==> config.mk <==
export PLATFORM = sky130hd
export DESIGN_NAME = mem_port_arbiter
export DESIGN_NICKNAME = d
export VERILOG_FILES = /design/src/rtl/mem_port_arbiter.sv
export SDC_FILE = /design/constraint.sdc
export NUM_CORES = 1
export LEC_CHECK = 0
export CAP_MARGIN = 25
export CORE_MARGIN = 2
export CORE_UTILIZATION = 50
export DETAILED_ROUTE_END_ITERATION = 10
export MAX_ROUTING_LAYER = met4
export PLACE_DENSITY_LB_ADDON = 0.3
export SLEW_MARGIN = 20
export SYNTH_ARGS = -nofsm -noshare
export SYNTH_HDL_FRONTEND = slang
export SYNTH_SLANG_ARGS = --single-unit
==> constraint.sdc <==
create_clock -name i_clk -period 1.81 [get_ports i_clk]
set_input_delay 0.181 -clock i_clk [delete_from_list [all_inputs] [get_ports i_clk]]
set_output_delay 0.181 -clock i_clk [all_outputs]
set_load 0.01 [all_outputs]
==> src/rtl/mem_port_arbiter.sv <==
// Round-robin arbiter for the shared data-memory port.
// Sequences issue/response phases with a response watchdog.
module mem_port_arbiter #(
  parameter int NUM_REQ = 4,
  parameter int TIMEOUT = 255
) (
  input  logic               i_clk,
  input  logic               i_rst,
  input  logic [NUM_REQ-1:0] i_req,
  output logic [NUM_REQ-1:0] o_grant,
  output logic [1:0]         o_sel,
  output logic               o_mem_valid,
  input  logic               i_mem_ready,
  input  logic               i_mem_rvalid,
  output logic [NUM_REQ-1:0] o_ack,
  output logic               o_timeout,
  output logic               o_busy
);

  localparam int CW = (TIMEOUT > 0) ? $clog2(TIMEOUT + 1) : 1;
  localparam logic [CW-1:0] CNT_LAST =
    CW'((TIMEOUT > 0) ? TIMEOUT - 1 : 0);
  localparam logic [1:0] RR_INIT = 2'(NUM_REQ - 1);

  typedef enum logic [1:0] {
    IDLE,
    ISSUE,
    WAIT
  } state_e;

  state_e             state_q, state_d;
  logic [NUM_REQ-1:0] grant_q, grant_d;
  logic [1:0]         sel_q, sel_d;
  logic [1:0]         rr_q, rr_d;
  logic [CW-1:0]      cnt_q, cnt_d;

  logic [3:0] req4;
  logic [3:0] onehot;
  logic [2:0] sum;
  logic [1:0] pick;
  logic       found;
  logic       done;
  logic       expire;

  // Search upward from the slot after the last served requester.
  always_comb begin
    req4 = '0;
    req4[NUM_REQ-1:0] = i_req;
    found = 1'b0;
    pick = 2'd0;
    sum = 3'd0;
    for (int k = 1; k <= NUM_REQ; k++) begin
      sum = {1'b0, rr_q} + 3'(k);
      if (sum >= 3'(NUM_REQ)) sum = sum - 3'(NUM_REQ);
      if (!found && req4[sum[1:0]]) begin
        found = 1'b1;
        pick = sum[1:0];
      end
    end
    onehot = 4'b0001 << pick;
  end

  assign done = ((state_q == ISSUE) && i_mem_ready && i_mem_rvalid)
             || ((state_q == WAIT) && i_mem_rvalid);

  assign expire = (TIMEOUT != 0) && (state_q == WAIT)
               && !i_mem_rvalid && (cnt_q == CNT_LAST);

  always_comb begin
    state_d = state_q;
    grant_d = grant_q;
    sel_d   = sel_q;
    rr_d    = rr_q;
    cnt_d   = cnt_q;
    unique case (state_q)
      IDLE: begin
        if (found) begin
          grant_d = onehot[NUM_REQ-1:0];
          sel_d   = pick;
          state_d = ISSUE;
        end
      end
      ISSUE: begin
        if (i_mem_ready && !i_mem_rvalid) begin
          state_d = WAIT;
          cnt_d   = '0;
        end
      end
      WAIT: begin
        if (!done && !expire) cnt_d = cnt_q + CW'(1);
      end
      default: state_d = IDLE;
    endcase
    // sel is kept on return to IDLE so the mux does not toggle
    if (done || expire) begin
      state_d = IDLE;
      grant_d = '0;
      rr_d    = sel_q;
    end
  end

  always_ff @(posedge i_clk) begin
    if (i_rst) begin
      state_q <= IDLE;
      grant_q <= '0;
      sel_q   <= 2'd0;
      rr_q    <= RR_INIT;
      cnt_q   <= '0;
    end else begin
      state_q <= state_d;
      grant_q <= grant_d;
      sel_q   <= sel_d;
      rr_q    <= rr_d;
      cnt_q   <= cnt_d;
    end
  end

  assign o_grant     = grant_q;
  assign o_sel       = sel_q;
  assign o_mem_valid = (state_q == ISSUE);
  assign o_busy      = (state_q != IDLE);
  assign o_ack       = done ? grant_q : '0;
  assign o_timeout   = expire;

endmodule
After elaboration in Yosys (flattened, before gate mapping) --
Index checks and enable logic that the tools add are counted.
Cells by class: mux-type cells 27, magnitude comparators 8, shifts and indexed selects 1, eq/ne operators 6, reductions and logical operators 25, add/subtract/negate cells 9, bitwise logic cells 1
Operator list (count):
- two-way mux 2 bit | 10
- two-way mux 8 bit | 2
- one-hot mux 8 bit (2 select lines) | 1
- >= comparator 3 bit, second input constant | 4
- < comparator 2 x 3 -> 1 bit, second input constant | 4
- logical AND 1 bit | 10
- adder 8 x 1 -> 8 bit, second input constant | 1
- binary-select mux 1 bit (select 2 bit) | 4
- equality test 8 bit, second input constant | 1
- two-way mux 1 bit | 8
- subtractor 2 x 1 -> 2 bit, second input constant | 4
- adder 2 x 2 -> 3 bit, second input constant | 2
- zero test 1 bit | 6
- one-hot mux 2 bit (3 select lines) | 1
- AND reduction 3 bit | 2
- two-way mux 4 bit | 1
- inequality test 2 x 1 -> 1 bit, second input constant | 2
- nonzero test 2 bit | 2
- left shift 1 x 2 -> 4 bit, first input constant | 1
- adder 2 x 1 -> 3 bit, second input constant | 1
- adder 2 x 3 -> 3 bit, second input constant | 1
- equality test 2 x 1 -> 1 bit, second input constant | 1
- equality test 2 bit, second input constant | 1
- zero test 2 bit | 1
- 5 further kinds | 6
Storage, ports and cells: input port bits 8, flip-flop bits (word level) 18, logic and storage cells 82, output and inout bits 13

Longest topological paths before layout --
depth after elaboration 17, mapped depth 7, depth with buffers taken out 7

Worst setup path after synthesis --
Ideal clock, no wire load.
path type register -> register, start register rr_q[1], end register grant_q[3] (netlist: o_grant[3]), arrival time 1.299 ns, data required time 1.693 ns, stages on the path, launching flop included 7, period minus slack after synthesis 1.415 ns, setup slack 0.395 ns, setup time 0.117 ns, cells stage by stage dfxtp_1 > clkbuf_1 > mux2i_1 > nor2_1 > or3_1 > a22oi_1 > nor2_1
On the way: longest elaborated chain between the ends 16, elaborated cells on any way between the ends 40, classes of those cells add/sub (8); order compare (4); shift (1); mux (20); reduce/logical (7)
Ends and longest elaborated chain:
- start, declared | RTL line 34 | logic [1:0] rr_q, rr_d;
- start signal, assigned | RTL line 113 | rr_q <= rr_d;
- adder 2 x 1 -> 3 bit | RTL line 53 | sum = {1'b0, rr_q} + 3'(k);
- >= comparator 3 bit / subtractor 2 x 1 -> 2 bit (equally long branches) | RTL line 54 | if (sum >= 3'(NUM_REQ)) sum = sum - 3'(NUM_REQ);
- two-way mux 2 bit | RTL line 54
- binary-select mux 1 bit (select 2 bit) | RTL line 55 | if (!found && req4[sum[1:0]]) begin
- two-way mux 1 bit (implied by the code) | RTL line 55
- two-way mux 1 bit | RTL line 55
- zero test 1 bit | RTL line 55
- logical AND 1 bit | RTL line 55
- two-way mux 1 bit | RTL line 55
- zero test 1 bit | RTL line 55
- logical AND 1 bit | RTL line 55
- two-way mux 1 bit | RTL line 55
- zero test 1 bit | RTL line 55
- logical AND 1 bit | RTL line 55
- two-way mux 2 bit / two-way mux 1 bit (equally long branches) | RTL line 55
- left shift 1 x 2 -> 4 bit / AND reduction 2 bit (equally long branches)
- end signal, assigned | RTL line 111 | grant_q <= grant_d;
- end, declared | RTL line 32 | logic [NUM_REQ-1:0] grant_q, grant_d;
Parallel ways exist; a longest one is shown, timed or not. The select of a mux whose other input is x is not followed. A chain may end at the register's enable or synchronous reset.

Worst setup path after layout --
start register state_q[1], end output port o_ack[0]
On the way: longest elaborated chain between the ends 5, elaborated cells on any way between the ends 7, classes of those cells eq/ne (2); mux (1); reduce/logical (4)
Ends and longest elaborated chain:
- start, declared | RTL line 31 | state_e state_q, state_d;
- start signal, assigned | RTL line 110 | state_q <= state_d;
- equality test 2 x 1 -> 1 bit | RTL line 63 | assign done = ((state_q == ISSUE) && i_mem_ready && i_mem_rvalid)
- logical AND 1 bit (2 in a row) | RTL line 63
- logical OR 1 bit * | RTL line 64 | || ((state_q == WAIT) && i_mem_rvalid);
- two-way mux 4 bit * | RTL line 122 | assign o_ack = done ? grant_q : '0;
- end, declared | RTL line 15 | output logic [NUM_REQ-1:0] o_ack,
Mark *: on every way between the ends. The rest lies on a longest branch, timed or not.

==> flow_metrics.tcl <==
set metrics [dict create \
    die_h_um 49.8 \
    dp.cells 158 \
    drtIter0Drc 6 \
    power_mw 0.891 \
    synth_warnings 0 \
    synth_xor_area_share_pct 5.01 \
    synth_mux_area_share_pct 4.29 \
    clock_latency_ns 0.29 \
    cap_violations 0 \
    syn_nets 120 \
    grt_use_total_pct 19.1 \
    p_leak_nw 0.590 \
    gp_congestion 0.739 \
    clk_pin_slew_ns 0.11 \
    final_cell_mix "nor2_1 (21), dfxtp_1 (16), clkdlybuf4s50_1 (15), xnor2_1 (6), buf_4 (6)" \
    crit_path_top_delay_cell "dfxtp_2" \
    crit_path_max_incr_delay_ns 0.36 \
    hold_slack_ns 0.533 \
    grt_max_degree 11 \
    ys_async_sr_fraction_pct 0 \
    finalCritPeriodShare_pct 96.2 \
    synth-seq-cells 18 \
    start_kind "flop" \
    row_count 16 \
    syn-cell-area_um2 1050 \
    initial_core_util_pct 53.5 \
    relSlewSlack_pct 78.8 \
    criticalPathCategory "reg2out" \
    diodes 0 \
    numClockSinks 18 \
    startpoint "state_q[1]" \
    viasPerCell 5.27 \
    outcome "complete, no violations" \
    finalClockSkew_ns 0.00395 \
    hold_viol 0 \
    synth_compound_area_share_pct 17.3 \
    finalWorstSetupSlack_ns 0.0694 \
    coreArea_um2 1960 \
    rsz0062_at_grt "no" \
    hold_class "reg2reg" \
    required_ns 1.63 \
    ys_seq_area_share_pct 34.3 \
    slew_violations 0 \
    grt.overflow.total 0 \
    htreeDepth 1 \
    io_pins 21 \
    worst_slew_pin_slew_ns 0.319 \
    fillers 192 \
    clock_path_buffers 2 \
    area_growth_pct 26.6 \
    firstDrtPassIters 4 \
    layout.cells.non_filler 164 \
    cts_hold_buf 0 \
    path_cells "or2b_4 > a21boi_4 > and2_1 > dlygate4sd2_1" \
    ir_worst_vdd_uv 405 \
    cp-end-kind "output port" \
    first_global_vias 816 \
    power_density_nw_per_um2 670 \
    layout_commonest_cell "nor2_1" \
    synth_top_family_by_area "simple AND/OR/NAND/NOR gates" \
    synth_flop_cell "dfxtp_1" \
    totalWireLength_um 2050 \
    die_area_um2 2480 \
    utilization_pct 67.7 \
    min_from "o_sel[0]" \
    wl_per_cell_um 12.5 \
    hpwlAfterDp_um 1610 \
    antenna_found_initial 0 \
    period_needed_ns 1.74 \
    cts_root_buf "clkbuf_4" \
    nets 148 \
    r2r_start "cnt_q[0]" \
    cts_made_buffers 3 \
    ys_types 40 \
    antenna_left 0 \
    drive_gt1_share_pct 24.1 \
    portBuffers 20 \
    timing.fmax_mhz 575 \
    syn_avg_cell_area_um2 9.54 \
    post-route-drc-count 0 \
    synth-simple-area-share_pct 33.5 \
    synth_edf_count 0 \
    worstPathArrival_ns 1.56 \
    finalSetupViolations 0 \
    synth_fa_ha_area_share_pct 2.38 \
    num_vias 865 \
    syn_inst 110 \
    worstPathMaxFanout 5 \
    dp_worst_setup_slack_ns -0.0958 \
    grt_pass1_wl_um 3590 \
    cts_tree "yes" \
    die_x_um 49.8 \
]
## state kept, by name, indices dropped and copies added (netlist names)
| name | count |
|---|---|
| cnt_q | 8 |
| o_grant | 4 |
| o_sel | 2 |
| rr_q | 2 |
| state_q | 2 |
## per-stage QoR
stage | cell area [um2] | TNS [ns]
after floorplan | 1050 | 0
after global placement | 1290 | -0.335
after detailed placement | 1290 | -0.420
after CTS | 1340 | 0
after global routing | 1330 | 0
final | 1330 | 0
## worst max-delay path: cells and delay by family (launching register included)
family | cells | cell delay (ns)
buffers and inverters | 1 | 0.26
AOI/OAI and AO/OA | 1 | 0.19
DFF | 1 | 0.36
and+or+nand+nor | 2 | 0.45
## cells in the mapped netlist, types with 2 or more instances
master    instances  share of area, %
and2_1            4               2.4
nand2_1           2              0.72
nand2b_1          3               1.8
a21o_1            2               1.4
nand3_1           3               1.4
o21bai_1          2               1.4
or3_1             2               1.2
mux2i_1           3               2.9
nor2_1           21               7.5
a22oi_1           4               2.9
dfxtp_1          18                34
a21oi_2           2               1.7
xnor2_1           6               5.0
buf_6             2               2.1
a21oi_1           5               2.4
nand3b_1          2               1.4
ha_1              2               2.4
nor3_1            3               1.4
inv_1             2              0.72
a211oi_2          2               2.4
## cell families after synthesis
logic type               count (synthesis)
adder cells (fa/ha/maj)                  2
flip-flops                              18
XOR/XNOR                                 6
buffers and inverters                    5
AO/OA/AOI/OAI                           22
AND/OR/NAND/NOR                         53
multiplexers                             4
## layout make-up
cell class | instances | area, um2 | share of cell area (%)
multi-input combinational | 87 | 656 | 49.3
sequential | 18 | 363 | 27.3
clock buffer | 4 | 36.3 | 2.73
tap | 27 | 33.8 | 2.54
inverter | 2 | 7.51 | 0.565
timing repair buffer | 26 | 233 | 17.5
## per-layer routing
metal	wire length [um]	vias up	GRT usage [%]	share of wire, %
li1	-	438	-	-
met1	975	405	24.5	47
met2	979	20	30.2	48
met3	83	2	3.03	4.0
met4	14	0	6.94	0.68
met5	0	-	-	0
## power breakdown
| part | switching [mW] | internal (mW) |
|---|---|---|
| Combinational | 0.0937 | 0.107 |
| Sequential | 0.0211 | 0.417 |
| Clock | 0.130 | 0.122 |
## what timing repair did
item,CTS,global route
setup buffers,2,0
pin swaps,0,1
resized for setup,9,3
endpoints found under the setup margin,5,3
## worst paths after layout
kind	slack [ns]	cells after the start	end
worst max-delay path	0.07	4	o_ack[0]
worst min register to register	0.53	2	rr_q[0]
worst min-delay path	0.53	2	rr_q[0]
worst max register to register	0.17	7	o_grant[2]
(Power assumes the default switching activity.)
